--- config.mk ---
export PLATFORM = sky130hd
export DESIGN_NAME = vga_capture_flat
export DESIGN_NICKNAME = d
export VERILOG_FILES = /design/src/rtl/vga_pkg.sv /design/src/rtl/vga_capture_if.sv /design/src/rtl/vga_capture_counter.sv /design/src/rtl/vga_capture.sv /design/src/flat_wrapper.sv
export SDC_FILE = /design/constraint.sdc
export NUM_CORES = 1
export LEC_CHECK = 0
export ABC_CLOCK_PERIOD_IN_PS = 4100
export CORE_AREA = 4 4 89 91
export CTS_CLUSTER_SIZE = 28
export DETAILED_ROUTE_END_ITERATION = 10
export DIE_AREA = 0 0 93 95
export GPL_TIMING_DRIVEN = 0
export PLACE_DENSITY = 0.86
export SLEW_MARGIN = 10
export SYNTH_ARGS = -nofsm -noshare
export SYNTH_HDL_FRONTEND = slang
export SYNTH_SLANG_ARGS = --single-unit
--- constraint.sdc ---
create_clock -name clk -period 4.1 [get_ports clk]
set_input_delay 0.41 -clock clk [delete_from_list [all_inputs] [get_ports clk]]
set_output_delay 0.41 -clock clk [all_outputs]
set_load 0.1 [all_outputs]
--- src/rtl/vga_pkg.sv ---
// Shared VGA timing constants (640x480@60 geometry) and the capture FSM state type.
package vga_pkg;

   localparam int VGA_H_SYNC   = 96;
   localparam int VGA_H_BP     = 48;
   localparam int VGA_H_ACTIVE = 640;
   localparam int VGA_H_FP     = 16;
   localparam int VGA_H_TOTAL  = VGA_H_SYNC + VGA_H_BP + VGA_H_ACTIVE + VGA_H_FP;

   localparam int VGA_V_SYNC   = 2;
   localparam int VGA_V_BP     = 33;
   localparam int VGA_V_ACTIVE = 480;
   localparam int VGA_V_FP     = 10;
   localparam int VGA_V_TOTAL  = VGA_V_SYNC + VGA_V_BP + VGA_V_ACTIVE + VGA_V_FP;

   localparam int RGB_W  = 3;
   localparam int COL_W  = 11;
   localparam int LINE_W = 11;
   localparam int ADDR_W = 19;

   localparam logic [COL_W-1:0]  COL_MAX  = '1;
   localparam logic [LINE_W-1:0] LINE_MAX = '1;

   typedef enum logic [1:0] {
      ST_SEARCH  = 2'd0,
      ST_MEASURE = 2'd1,
      ST_LOCKED  = 2'd2
   } cap_state_t;

endpackage

--- src/rtl/vga_capture_if.sv ---
// Raw VGA video bus: active-low syncs plus one pixel of colour per clock.
interface vga_capture_if;
   import vga_pkg::*;

   logic             hs;
   logic             vs;
   logic [RGB_W-1:0] rgb;

   modport master (output hs, vs, rgb);
   modport slave  (input  hs, vs, rgb);

endinterface

--- src/rtl/vga_capture_counter.sv ---
// Input register stage, sync edge detect and column/line counters; o_col/o_line describe the sample in o_rgb.
module vga_capture_counter
   import vga_pkg::*;
(
   input  logic              clk,
   input  logic              rst,
   input  logic              i_hs,
   input  logic              i_vs,
   input  logic [RGB_W-1:0]  i_rgb,
   output logic [RGB_W-1:0]  o_rgb,
   output logic              o_hs_fall,
   output logic              o_vs_fall,
   output logic [COL_W-1:0]  o_col,
   output logic [COL_W-1:0]  o_col_prev,
   output logic [LINE_W-1:0] o_line,
   output logic [LINE_W-1:0] o_line_prev
);

   logic              r_hs;
   logic              r_hs_d;
   logic              r_vs;
   logic              r_vs_d;
   logic [RGB_W-1:0]  r_rgb;
   logic [COL_W-1:0]  r_col;
   logic [LINE_W-1:0] r_line;

   logic              w_hs_fall;
   logic              w_vs_fall;
   logic [COL_W-1:0]  w_col;
   logic [LINE_W-1:0] w_line;

   // Sync registers reset low so a sync already low at release is not seen as an edge.
   always_ff @(posedge clk or posedge rst) begin
      if (rst) begin
         r_hs   <= 1'b0;
         r_hs_d <= 1'b0;
         r_vs   <= 1'b0;
         r_vs_d <= 1'b0;
         r_rgb  <= '0;
         r_col  <= '0;
         r_line <= '0;
      end else begin
         r_hs   <= i_hs;
         r_hs_d <= r_hs;
         r_vs   <= i_vs;
         r_vs_d <= r_vs;
         r_rgb  <= i_rgb;
         r_col  <= w_col;
         r_line <= w_line;
      end
   end

   assign w_hs_fall = r_hs_d & ~r_hs;
   assign w_vs_fall = r_vs_d & ~r_vs;

   always_comb begin
      w_col = (r_col == COL_MAX) ? COL_MAX : r_col + COL_W'(1);
      if (w_hs_fall) begin
         w_col = '0;
      end
      w_line = r_line;
      if (w_hs_fall && (r_line != LINE_MAX)) begin
         w_line = r_line + LINE_W'(1);
      end
      if (w_vs_fall) begin
         w_line = '0;
      end
   end

   assign o_rgb       = r_rgb;
   assign o_hs_fall   = w_hs_fall;
   assign o_vs_fall   = w_vs_fall;
   assign o_col       = w_col;
   assign o_col_prev  = r_col;
   assign o_line      = w_line;
   assign o_line_prev = r_line;

endmodule

--- src/rtl/vga_capture.sv ---
// VGA capture: locks onto verified sync timing and streams active pixels with linear addresses, 2-clock latency, no backpressure.
// Defining VGA_CAPTURE_STATS_EN adds o_frame_count (completed frames since reset or last loss of lock).
module vga_capture
   import vga_pkg::*;
#(
   parameter int H_ACTIVE = VGA_H_ACTIVE,
   parameter int V_ACTIVE = VGA_V_ACTIVE,
   parameter int H_TOTAL  = VGA_H_TOTAL,
   parameter int V_TOTAL  = VGA_V_TOTAL,
   parameter int H_SYNC   = VGA_H_SYNC,
   parameter int H_BACK   = VGA_H_BP,
   parameter int V_SYNC   = VGA_V_SYNC,
   parameter int V_BACK   = VGA_V_BP
)(
   input  logic              clk,
   input  logic              rst,
   vga_capture_if.slave      i_vid,
   output logic              o_pixel_valid,
   output logic [RGB_W-1:0]  o_pixel_data,
   output logic [ADDR_W-1:0] o_pixel_address,
   output logic              o_frame_done,
   output logic              o_locked,
   output logic              o_error
`ifdef VGA_CAPTURE_STATS_EN
   ,
   output logic [15:0]       o_frame_count
`endif
);

   localparam logic [COL_W-1:0]  H_FIRST   = COL_W'(H_SYNC + H_BACK);
   localparam logic [COL_W-1:0]  H_END     = COL_W'(H_SYNC + H_BACK + H_ACTIVE);
   localparam logic [COL_W-1:0]  H_LAST    = COL_W'(H_TOTAL - 1);
   localparam logic [LINE_W-1:0] V_FIRST   = LINE_W'(V_SYNC + V_BACK);
   localparam logic [LINE_W-1:0] V_END     = LINE_W'(V_SYNC + V_BACK + V_ACTIVE);
   localparam logic [LINE_W-1:0] V_LAST    = LINE_W'(V_TOTAL - 1);
   localparam logic [ADDR_W-1:0] ADDR_LAST = ADDR_W'(H_ACTIVE * V_ACTIVE - 1);

   logic [RGB_W-1:0]  w_rgb;
   logic              w_hs_fall;
   logic              w_vs_fall;
   logic [COL_W-1:0]  w_col;
   logic [COL_W-1:0]  w_col_prev;
   logic [LINE_W-1:0] w_line;
   logic [LINE_W-1:0] w_line_prev;

   logic              w_hs_bad;
   logic              w_vs_bad;
   logic              w_v_over;
   logic              w_fail;
   logic              w_active;
   logic              w_pix_ok;
   logic              w_frame_end;

   cap_state_t        r_state;
   logic              r_meas_bad;
   logic              r_locked;
   logic              r_error;
   logic              r_pix_vld;
   logic [RGB_W-1:0]  r_pix_dat;
   logic [ADDR_W-1:0] r_pix_addr;
   logic [ADDR_W-1:0] r_next_addr;
   logic              r_frame_done;

   vga_capture_counter u_counter (
      .clk         (clk),
      .rst         (rst),
      .i_hs        (i_vid.hs),
      .i_vs        (i_vid.vs),
      .i_rgb       (i_vid.rgb),
      .o_rgb       (w_rgb),
      .o_hs_fall   (w_hs_fall),
      .o_vs_fall   (w_vs_fall),
      .o_col       (w_col),
      .o_col_prev  (w_col_prev),
      .o_line      (w_line),
      .o_line_prev (w_line_prev)
   );

   // A line is wrong if Hs falls early, or if the column runs past the last clock with no fall.
   assign w_hs_bad = w_hs_fall ? (w_col_prev != H_LAST) : (w_col_prev == H_LAST);
   assign w_vs_bad = w_vs_fall && (w_line_prev != V_LAST);
   assign w_v_over = w_hs_fall && !w_vs_fall && (w_line_prev == V_LAST);

   always_comb begin
      w_fail = 1'b0;
      case (r_state)
         ST_MEASURE: w_fail = w_v_over | (w_vs_fall & (r_meas_bad | w_hs_bad | w_vs_bad));
         ST_LOCKED:  w_fail = w_hs_bad | w_vs_bad | w_v_over;
         default:    w_fail = 1'b0;
      endcase
   end

   always_ff @(posedge clk or posedge rst) begin
      if (rst) begin
         r_state    <= ST_SEARCH;
         r_meas_bad <= 1'b0;
         r_locked   <= 1'b0;
         r_error    <= 1'b0;
      end else begin
         r_error <= w_fail;
         case (r_state)
            ST_SEARCH: begin
               r_locked <= 1'b0;
               if (w_vs_fall) begin
                  r_state    <= ST_MEASURE;
                  r_meas_bad <= 1'b0;
               end
            end
            ST_MEASURE: begin
               if (w_fail) begin
                  r_state  <= ST_SEARCH;
                  r_locked <= 1'b0;
               end else if (w_vs_fall) begin
                  r_state  <= ST_LOCKED;
                  r_locked <= 1'b1;
               end else if (w_hs_bad) begin
                  r_meas_bad <= 1'b1;
               end
            end
            ST_LOCKED: begin
               if (w_fail) begin
                  r_state  <= ST_SEARCH;
                  r_locked <= 1'b0;
               end
            end
            default: begin
               r_state  <= ST_SEARCH;
               r_locked <= 1'b0;
            end
         endcase
      end
   end

   assign w_active    = (w_col >= H_FIRST) && (w_col < H_END) &&
                        (w_line >= V_FIRST) && (w_line < V_END);
   // A violation detected on this sample already suppresses its pixel.
   assign w_pix_ok    = (r_state == ST_LOCKED) && !w_fail && w_active;
   assign w_frame_end = r_pix_vld && (r_pix_addr == ADDR_LAST);

   always_ff @(posedge clk or posedge rst) begin
      if (rst) begin
         r_pix_vld    <= 1'b0;
         r_pix_dat    <= '0;
         r_pix_addr   <= '0;
         r_next_addr  <= '0;
         r_frame_done <= 1'b0;
      end else begin
         r_pix_vld    <= w_pix_ok;
         r_frame_done <= w_frame_end;
         if (w_pix_ok) begin
            r_pix_dat  <= w_rgb;
            r_pix_addr <= r_next_addr;
            if (r_next_addr != ADDR_LAST) begin
               r_next_addr <= r_next_addr + ADDR_W'(1);
            end
         end
         if ((r_state != ST_LOCKED) || w_vs_fall) begin
            r_next_addr <= '0;
         end
      end
   end

`ifdef VGA_CAPTURE_STATS_EN
   logic [15:0] r_frame_cnt;

   always_ff @(posedge clk or posedge rst) begin
      if (rst) begin
         r_frame_cnt <= '0;
      end else if (w_fail) begin
         r_frame_cnt <= '0;
      end else if (w_frame_end) begin
         r_frame_cnt <= r_frame_cnt + 16'd1;
      end
   end

   assign o_frame_count = r_frame_cnt;
`endif

   assign o_pixel_valid   = r_pix_vld;
   assign o_pixel_data    = r_pix_dat;
   assign o_pixel_address = r_pix_addr;
   assign o_frame_done    = r_frame_done;
   assign o_locked        = r_locked;
   assign o_error         = r_error;

endmodule

--- src/flat_wrapper.sv ---
// flat-port wrapper written by rule: the top's interface ports become plain ports
module vga_capture_flat import vga_pkg::*;
#(
   parameter int H_ACTIVE = VGA_H_ACTIVE,
   parameter int V_ACTIVE = VGA_V_ACTIVE,
   parameter int H_TOTAL  = VGA_H_TOTAL,
   parameter int V_TOTAL  = VGA_V_TOTAL,
   parameter int H_SYNC   = VGA_H_SYNC,
   parameter int H_BACK   = VGA_H_BP,
   parameter int V_SYNC   = VGA_V_SYNC,
   parameter int V_BACK   = VGA_V_BP
)
  (clk, rst, o_pixel_valid, o_pixel_data, o_pixel_address, o_frame_done, o_locked, o_error, i_vid_hs, i_vid_vs, i_vid_rgb);
  vga_capture_if i_vid_i ();
  input  logic clk;
  input  logic rst;
  output logic o_pixel_valid;
  output logic [RGB_W-1:0] o_pixel_data;
  output logic [ADDR_W-1:0] o_pixel_address;
  output logic o_frame_done;
  output logic o_locked;
  output logic o_error;
  input wire logic [$bits(i_vid_i.hs)-1:0] i_vid_hs;
  input wire logic [$bits(i_vid_i.vs)-1:0] i_vid_vs;
  input wire logic [$bits(i_vid_i.rgb)-1:0] i_vid_rgb;
  assign i_vid_i.hs = i_vid_hs;
  assign i_vid_i.vs = i_vid_vs;
  assign i_vid_i.rgb = i_vid_rgb;
  vga_capture #(.H_ACTIVE(H_ACTIVE), .V_ACTIVE(V_ACTIVE), .H_TOTAL(H_TOTAL), .V_TOTAL(V_TOTAL), .H_SYNC(H_SYNC), .H_BACK(H_BACK), .V_SYNC(V_SYNC), .V_BACK(V_BACK)) u_core (.clk(clk), .rst(rst), .i_vid(i_vid_i), .o_pixel_valid(o_pixel_valid), .o_pixel_data(o_pixel_data), .o_pixel_address(o_pixel_address), .o_frame_done(o_frame_done), .o_locked(o_locked), .o_error(o_error));
endmodule
==> results of run 1 <==
[cell usage after synthesis, drive strengths merged, types with 3 or more instances]
| cell type | n |
|---|---|
| nand3 | 22 |
| a311oi | 3 |
| a31o | 4 |
| a31oi | 7 |
| buf | 13 |
| nor3 | 8 |
| o21ai | 13 |
| ha | 7 |
| a21bo | 4 |
| o211ai | 10 |
| nand4 | 11 |
| inv | 13 |
| a22o | 4 |
| a211oi | 3 |
| nor2 | 32 |
| clkbuf | 5 |
| nand2 | 27 |
| nand2b | 5 |
| dfrtp | 77 |
| or3 | 4 |
| mux2 | 22 |
| a21o | 4 |
| nor2b | 6 |
| xor2 | 5 |
| xnor2 | 8 |
| and2 | 4 |
| nand4b | 4 |
| and4 | 4 |
| nor4 | 3 |
| or4 | 4 |
| mux2i | 7 |
| and3 | 12 |
| a21oi | 15 |
[sequential cells by signal (all words and copies together) (netlist names)]
| register | cells |
|---|---|
| u_core.u_counter.r_hs_d | 1 |
| u_core.r_state | 2 |
| u_core.o_error | 1 |
| u_core.u_counter.o_line_prev | 11 |
| u_core.o_locked | 1 |
| u_core.u_counter.o_rgb | 3 |
| u_core.r_meas_bad | 1 |
| u_core.r_next_addr | 19 |
| u_core.o_frame_done | 1 |
| u_core.o_pixel_address | 19 |
| u_core.u_counter.o_col_prev | 11 |
| u_core.u_counter.r_vs | 1 |
| u_core.u_counter.r_hs | 1 |
| u_core.o_pixel_data | 3 |
| u_core.u_counter.r_vs_d | 1 |
| u_core.o_pixel_valid | 1 |
[critical path, stage by stage (launching register included)]
cell	delay [ns]
dfrtp_1	0.43
ha_1	0.27
and3_2	0.29
a311oi_2	0.36
o32ai_2	0.13
a311oi_1	0.39
or3_1	0.18
a311o_1	0.23
buf_6	0.17
buf_2	0.28
mux2_2	0.37
[layer usage]
layer | routed length [microns] | global-route usage (%)
met5 | 0 | 0
met4 | 149 | 8.91
met3 | 497 | 3.19
met2 | 4520 | 36.2
met1 | 4220 | 31.8
[logic make-up after synthesis]
logic type                 after synthesis  share of synthesized area (%)
buffers and inverters                   31                           3.70
adders and majority gates                7                           2.14
muxes                                   29                           7.77
DFF                                     77                           47.1
AOI/OAI and AO/OA                       84                           15.5
and+or+nand+nor                        155                           21.0
xor gates and xnor gates                13                           2.79
[stage by stage]
step / cells / util, % / instance area, sq um
after global routing: 544 / 67.0 / 4780
after floorplan: 396 / - / 4090
after CTS: 544 / 67.0 / 4780
final: 544 / 67.0 / 4780
after global placement: 527 / 63.5 / 4530
after detailed placement: 528 / 63.9 / 4560
[how the worst max path moves through the flow]
| stage | to | from |
|---|---|---|
| final | u_core.o_pixel_address[10]$_DFFE_PP0P_ | u_core.u_counter.o_line_prev[0]$_DFF_PP0_ |
| after global routing | u_core.r_next_addr[1]$_DFFE_PP0P_ | u_core.u_counter.o_line_prev[0]$_DFF_PP0_ |
| after CTS | u_core.o_pixel_address[2]$_DFFE_PP0P_ | u_core.u_counter.o_line_prev[0]$_DFF_PP0_ |
| after detailed placement | u_core.r_next_addr[6]$_DFFE_PP0P_ | u_core.u_counter.o_line_prev[0]$_DFF_PP0_ |
| after global placement | u_core.u_counter.r_hs$_DFF_PP0_ | rst |
| after floorplan | u_core.r_next_addr[4]$_DFFE_PP0P_ | u_core.u_counter.o_line_prev[0]$_DFF_PP0_ |
[power by group]
group          internal [mW]  switching [mW]  leakage (nW)  total [mW]
combinational          0.101           0.192         0.959       0.292
sequential             0.801          0.0406          1.05       0.841
clock                  0.348           0.305         0.107       0.653
[layout make-up]
| cell class | instances | area (sq um) | share of cell area (%) |
|---|---|---|---|
| multi-input combinational | 288 | 2010 | 42.0 |
| sequential | 77 | 1930 | 40.3 |
| timing repair buffer | 33 | 348 | 7.27 |
| clock buffer | 10 | 128 | 2.67 |
| tap | 99 | 124 | 2.59 |
| buffer | 18 | 103 | 2.14 |
| clock inverter | 6 | 93.8 | 1.96 |
| inverter | 13 | 51.3 | 1.07 |
==> results_dict.tcl, run 1 <==
set metrics [dict create \
    worst-r2r-setup-slack_ns 0.90 \
    die_w_microns 93 \
    clk_pin_slew_ns 0.09 \
    fin_setup_tns_ns 0 \
    grt_overflow_total 0 \
    syn_area_sq_um 4090 \
    clock_path_buffers 2 \
    synth_ff_type "dfrtp_1" \
    syn-num-nets 410 \
    syn_avg_cell_area_sq_um 10.3 \
    place_hpwl_mm 6.42 \
    fmaxAchievable_mhz 312 \
    synth_warnings 0 \
    routed_wl_mm 9.39 \
    postRouteAntennaNets 0 \
    tightest_slew_ns 1.03 \
    routed_via_density 6.17 \
    pre_cts_ws_ns 0.919 \
    dieArea_sq_um 8840 \
    io_pins 33 \
    hold_slack_ns 0.329 \
    htreeDepth 3 \
    synth_top_area_share_pct 47.1 \
    worstHoldPathType "in2async" \
    io_buffers 32 \
    end_kind "register" \
    start_kind "register" \
    grt_util_all_layers_pct 22.8 \
    report.final.setup_viol 0 \
    post_cts_resized 0 \
    period_share_pct 78.1 \
    cts_hold_buffers 0 \
    relSlewSlack_pct 31.1 \
    yosys-top-cells-area "dfrtp_1, mux2_2, nor2_1" \
    power_leakage_nw 2.11 \
    timing.rr.end "u_core.o_pixel_address[10]$_DFFE_PP0P_" \
    synthArstFlopShare_pct 100 \
    final_common_cell "dfrtp_1" \
    power_mw 1.79 \
    wl_per_cell_microns 17.3 \
    clock_sinks 77 \
    clock_skew_ns 0.0129 \
    grt_pass1_wl_mm 16.0 \
    rows 31 \
    p_per_area_nw_per_um2 374 \
    fill_cells 569 \
    antenna_found_initial 0 \
    layout-drive-gt1-share_pct 15.5 \
    diodes 0 \
    crit_type "reg2reg" \
    ys_ff_latch 77 \
    synth_top_cell_by_area "dfrtp_1" \
    synthCells 396 \
    clk_latency_ns 0.37 \
    nets 454 \
    cts_root_buf "clkbuf_8" \
    via_count 3358 \
    maxCapViolCount 0 \
    r2r_cells 10 \
    area_growth_pct 17.0 \
    core_sq_um 7140 \
    cts_tree "yes" \
    status "finished, final reports clean" \
    layout_common_cells "dfrtp_1, clkdlybuf4s50_1, nor2_1, nand2_1" \
    crit_required_ns 4.36 \
    vdd_ir_drop_max_v 0.000243 \
    hold_viol 0 \
    grt_pass1_vias 3262 \
    ys_seq_area_share_pct 47.1 \
    place_congestion 0.924 \
    drc 0 \
    grt_max_degree 62 \
    dr.pass1.iters 5 \
    arrival_ns 3.46 \
    die_h_microns 95 \
    period_needed_ns 3.20 \
    rsz0062_at_grt "false" \
    initial_core_util_pct 57.3 \
    first_iter_violations 233 \
    synth.distinct_cells 65 \
    cts-buffers-inserted 9 \
    r2r_start "u_core.u_counter.o_line_prev[0]$_DFF_PP0_" \
    slew_violations 0 \
    postCtsSetupBuffers 0 \
    crit_fanout 10 \
    synth_edf_count 0 \
    fin_ws_ns 0.898 \
]
Note: power is estimated with default switching activity, not from simulation.
==> run 2: changes to the inputs <==
ABC_CLOCK_PERIOD_IN_PS = 3170   (was 4100)
clock period = 3.17 ns   (was 4.1 ns; I/O delays follow)
==> results_dict.tcl, run 2 (same netlist as run 1, synthesis figures left out) <==
set metrics [dict create \
    power_mw 2.33 \
    clock_skew_ns 0.0168 \
    fill_cells 546 \
    io_pins 33 \
    p_per_area_nw_per_um2 476 \
    io_buffers 32 \
    area_growth_pct 19.7 \
    first_iter_violations 191 \
    fmaxAchievable_mhz 331 \
    rows 31 \
    end_kind "register" \
    grt_util_all_layers_pct 22.9 \
    routed_wl_mm 9.48 \
    maxCapViolCount 0 \
    layout_common_cells "dfrtp_1, clkdlybuf4s50_1, nor2_1, nand2_1, mux2_2" \
    report.final.setup_viol 0 \
    max_stage_delay_ns 0.44 \
    start_kind "register" \
    worstSetupEndpoint "u_core.o_pixel_address[2]$_DFFE_PP0P_" \
    worstHoldPathType "in2async" \
    arrival_ns 3.28 \
    period_needed_ns 3.02 \
    final_common_cell "dfrtp_1" \
    dr.pass1.iters 5 \
    place_congestion 0.924 \
    r2r_cells 11 \
    core_sq_um 7140 \
    status "finished, final reports clean" \
    cp_top_family "compound AO/OA/AOI/OAI gates" \
    relSlewSlack_pct 31.2 \
    r2r_start "u_core.u_counter.o_line_prev[0]$_DFF_PP0_" \
    cp_cell_sequence "ha_2, and3b_1, buf_2, a31oi_2, o32ai_2, a311oi_2, or3_1, a311o_1, buf_6, buf_2, mux2_2" \
    dp_cells 528 \
    cp_num_cells 11 \
    layout-drive-gt1-share_pct 18.9 \
    die_h_microns 95 \
    diodes 0 \
    dieArea_sq_um 8840 \
    crit_path_frequent_cell "buf_2" \
    hold_viol 0 \
    routed_via_density 6.18 \
    wl_per_cell_microns 17.3 \
    tightest_slew_ns 1.03 \
    grt_max_degree 62 \
    nets 459 \
    cts_tree "yes" \
    grt_pass1_vias 3269 \
    cts-buffers-inserted 9 \
    clock_sinks 77 \
    grt_overflow_total 0 \
    crit_type "reg2reg" \
    initial_core_util_pct 57.3 \
    grt_pass1_wl_mm 16.0 \
    timing.rr.end "u_core.o_pixel_address[2]$_DFFE_PP0P_" \
    clk_pin_slew_ns 0.09 \
    crit_start "u_core.u_counter.o_line_prev[0]$_DFF_PP0_" \
    postRouteAntennaNets 0 \
    htreeDepth 3 \
    via_count 3394 \
    cts_root_buf "clkbuf_8" \
    crit_fanout 10 \
    antenna_found_initial 0 \
    crit_required_ns 3.42 \
    clk_latency_ns 0.37 \
    critPathBufInv 3 \
    die_w_microns 93 \
    slowest_stage "dfrtp_2" \
    fin_cells 549 \
    rsz0062_at_grt "false" \
    place_hpwl_mm 6.42 \
    slew_violations 0 \
    worst-r2r-setup-slack_ns 0.15 \
    fin_setup_tns_ns 0 \
    power_leakage_nw 2.14 \
    clock_path_buffers 2 \
    period_share_pct 95.4 \
    vdd_ir_drop_max_v 0.000316 \
    drc 0 \
]
-- run 2: cell types whose count changed in the layout (fill, tap and decap cells not counted), sizes merged --
| cell | change |
|---|---|
| buf | +5 |
-- run 2: per-stage QoR --
stage	worst slack (ns)	hold slack (ns)	instance area (sq um)	util, %
finish	0.146	0.234	4890	68.6
global route	0.0121	0.266	4890	68.6
CTS	0.0247	0.240	4800	67.2
detailed placement	-0.0110	0.394	4560	63.9
global placement	-0.288	0.381	4530	63.5
floorplan	0.234	0.348	4090	-
-- run 2: worst min-delay path by stage --
stage	endpoint	depth (start not counted)	slack [ns]
final	u_core.u_counter.o_col_prev[6]$_DFF_PP0_	2	0.23
after global routing	u_core.u_counter.o_col_prev[10]$_DFF_PP0_	2	0.27
after CTS	u_core.u_counter.o_col_prev[10]$_DFF_PP0_	2	0.24
after detailed placement	u_core.u_counter.r_vs_d$_DFF_PP0_	0	0.39
after global placement	u_core.u_counter.r_vs_d$_DFF_PP0_	0	0.38
after floorplan	u_core.u_counter.o_rgb[0]$_DFF_PP0_	0	0.35
-- run 2: area by class of cell --
type	instances	area, sq um	share of cell area, %
clock inverter	6	93.8	1.92
inverter	13	51.3	1.05
buffer	18	104	2.12
multi-input combinational	288	2080	42.5
sequential	77	1930	39.4
timing repair buffer	38	385	7.87
clock buffer	10	128	2.61
tap	99	124	2.53
-- run 2: power breakdown --
group | switching (mW) | total, mW | internal (mW)
logic | 0.255 | 0.397 | 0.142
clock network | 0.393 | 0.844 | 0.450
registers | 0.0518 | 1.09 | 1.04
-- run 2: layer usage --
metal | track usage [%] | share of wire (%) | wire length [microns] | vias up
met5 | 0 | 0 | 0 | -
met4 | 8.91 | 1.6 | 155 | 0
met3 | 3.19 | 4.8 | 454 | 15
met2 | 36.5 | 48 | 4590 | 122
met1 | 31.8 | 45 | 4280 | 1676
li1 | - | - | - | 1581
-- run 2: repair_timing --
| action | in CTS | in global routing |
|---|---|---|
| hold buffers | 0 | 0 |
| endpoints found under the setup margin | 5 | 35 |
| gates resized for setup | 2 | 14 |
| pin swaps | 0 | 2 |
| setup buffers | 0 | 5 |
==> run 3: changes to the inputs <==
CELL_PAD_IN_SITES_DETAIL_PLACEMENT = 0   (was default)
CELL_PAD_IN_SITES_GLOBAL_PLACEMENT = 1   (was default)
CORE_AREA = 4 4 100 102   (was 4 4 89 91)
DIE_AREA = 0 0 104 106   (was 0 0 93 95)
PLACE_DENSITY = default   (was 0.86)
PLACE_DENSITY_LB_ADDON = 0.05   (was default)
==> results_dict.tcl, run 3 (same netlist as run 1, synthesis figures left out) <==
set metrics [dict create \
    status "finished, final reports clean" \
    place_congestion 0.841 \
    dr.pass1.iters 4 \
    vdd_ir_drop_max_v 0.000257 \
    cts_root_buf "clkbuf_8" \
    via_count 3282 \
    clk_latency_ns 0.35 \
    start_kind "register" \
    rows 35 \
    tightest_slew_ns 0.971 \
    clock_sinks 77 \
    hold_slack_ns 0.268 \
    nets 462 \
    io_buffers 32 \
    crit_fanout 10 \
    report.final.setup_viol 0 \
    crit_type "reg2reg" \
    place_hpwl_mm 6.43 \
    period_share_pct 96.5 \
    hold_viol 0 \
    postRouteAntennaNets 0 \
    first_iter_violations 129 \
    worstHoldPathType "in2async" \
    crit_required_ns 3.43 \
    grt_overflow_total 0 \
    clk_pin_slew_ns 0.08 \
    antenna_found_initial 0 \
    layout-drive-gt1-share_pct 19.4 \
    fin_setup_tns_ns 0 \
    r2r_start "u_core.u_counter.o_line_prev[0]$_DFF_PP0_" \
    clock_path_buffers 2 \
    core_sq_um 9110 \
    io_pins 33 \
    drc 0 \
    diodes 0 \
    fmaxAchievable_mhz 327 \
    die_w_microns 104 \
    grt_util_all_layers_pct 17.6 \
    power_leakage_nw 2.15 \
    grt_max_degree 60 \
    slew_violations 0 \
    die_h_microns 106 \
    grt_pass1_vias 3077 \
    r2r_cells 11 \
    maxCapViolCount 0 \
    dieArea_sq_um 11000 \
    relSlewSlack_pct 35.1 \
    initial_core_util_pct 44.9 \
    routed_via_density 5.82 \
    area_growth_pct 20.8 \
    wl_per_cell_microns 16.9 \
    final_common_cell "dfrtp_1" \
    htreeDepth 3 \
    cts_tree "yes" \
    layout_common_cells "dfrtp_1, clkdlybuf4s50_1, nor2_1, nand2_1, mux2_2" \
    fin_cells 564 \
    p_per_area_nw_per_um2 468 \
    pre_cts_ws_ns -0.0498 \
    clock_skew_ns 0.0131 \
    cts-buffers-inserted 9 \
    worst-r2r-setup-slack_ns 0.11 \
    period_needed_ns 3.06 \
    grt_pass1_wl_mm 15.9 \
    fin_ws_ns 0.111 \
    timing.rr.end "u_core.r_next_addr[4]$_DFFE_PP0P_" \
    arrival_ns 3.32 \
    cts_hold_buffers 0 \
    dp_cells 540 \
    routed_wl_mm 9.51 \
    end_kind "register" \
]
==> run 3: repair_timing <==
item / in CTS / in global routing
pin swaps: 0 / 5
resized for setup: 2 / 15
endpoints found under the setup margin: 24 / 34
buffers inserted: 0 / 9
==> run 3: per-layer routing <==
| layer | up-vias | part of all wire, % | GRT usage (%) |
|---|---|---|---|
| met2 | 84 | 44 | 25.3 |
| met1 | 1600 | 51 | 26.8 |
| met4 | 0 | 1.2 | 6.36 |
| met3 | 10 | 4.0 | 2.37 |
| met5 | - | 0 | 0 |
| li1 | 1588 | - | - |
==> run 3: worst max-delay path by stage <==
stage	start	to	slack (ns)
after global routing	u_core.u_counter.o_line_prev[0]$_DFF_PP0_	u_core.r_next_addr[4]$_DFFE_PP0P_	-0.04
after detailed placement	u_core.u_counter.o_line_prev[0]$_DFF_PP0_	u_core.o_pixel_address[11]$_DFFE_PP0P_	-0.05
after floorplan	u_core.u_counter.o_line_prev[0]$_DFF_PP0_	u_core.r_next_addr[4]$_DFFE_PP0P_	0.23
after global placement	rst	u_core.o_pixel_address[15]$_DFFE_PP0P_	-0.46
after CTS	u_core.u_counter.o_line_prev[0]$_DFF_PP0_	u_core.o_pixel_address[5]$_DFFE_PP0P_	0.01
final	u_core.u_counter.o_line_prev[0]$_DFF_PP0_	u_core.r_next_addr[4]$_DFFE_PP0P_	0.11
==> run 3: power breakdown <==
| group | internal (mW) | total, mW | switching [mW] | leakage (nW) |
|---|---|---|---|---|
| clock | 0.451 | 0.836 | 0.385 | 0.107 |
| combinational | 0.143 | 0.389 | 0.246 | 0.997 |
| sequential | 1.04 | 1.09 | 0.0504 | 1.05 |
==> run 3: through the flow <==
step / utilization, % / power (mW) / cell area (sq um)
final: 54.2 / 2.31 / 4940
after global routing: 54.2 / 2.43 / 4940
after CTS: 52.8 / 2.32 / 4810
after detailed placement: 50.2 / 1.47 / 4580
after global placement: 49.9 / 1.46 / 4550
after floorplan: - / 1.37 / 4090
==> run 3: final cells by class <==
type	count	area, sq um
multi-input cells	288	2080
repair buffers	42	415
clock inverters	6	93.8
well taps	111	139
flip-flops and latches	77	1930
clock buffers	10	128
inverters	13	51.3
plain buffers	17	106
fillers	834	4170
==> run 3: critical path, stage by stage, from the launching register on <==
cell      delay [ns]
dfrtp_1         0.44
ha_2            0.24
and3b_1         0.17
buf_2           0.17
a31oi_2         0.24
o32ai_2         0.12
a311oi_2        0.30
nand3_1         0.13
a311o_1         0.38
buf_6           0.17
or4_1           0.51
o211ai_1        0.10
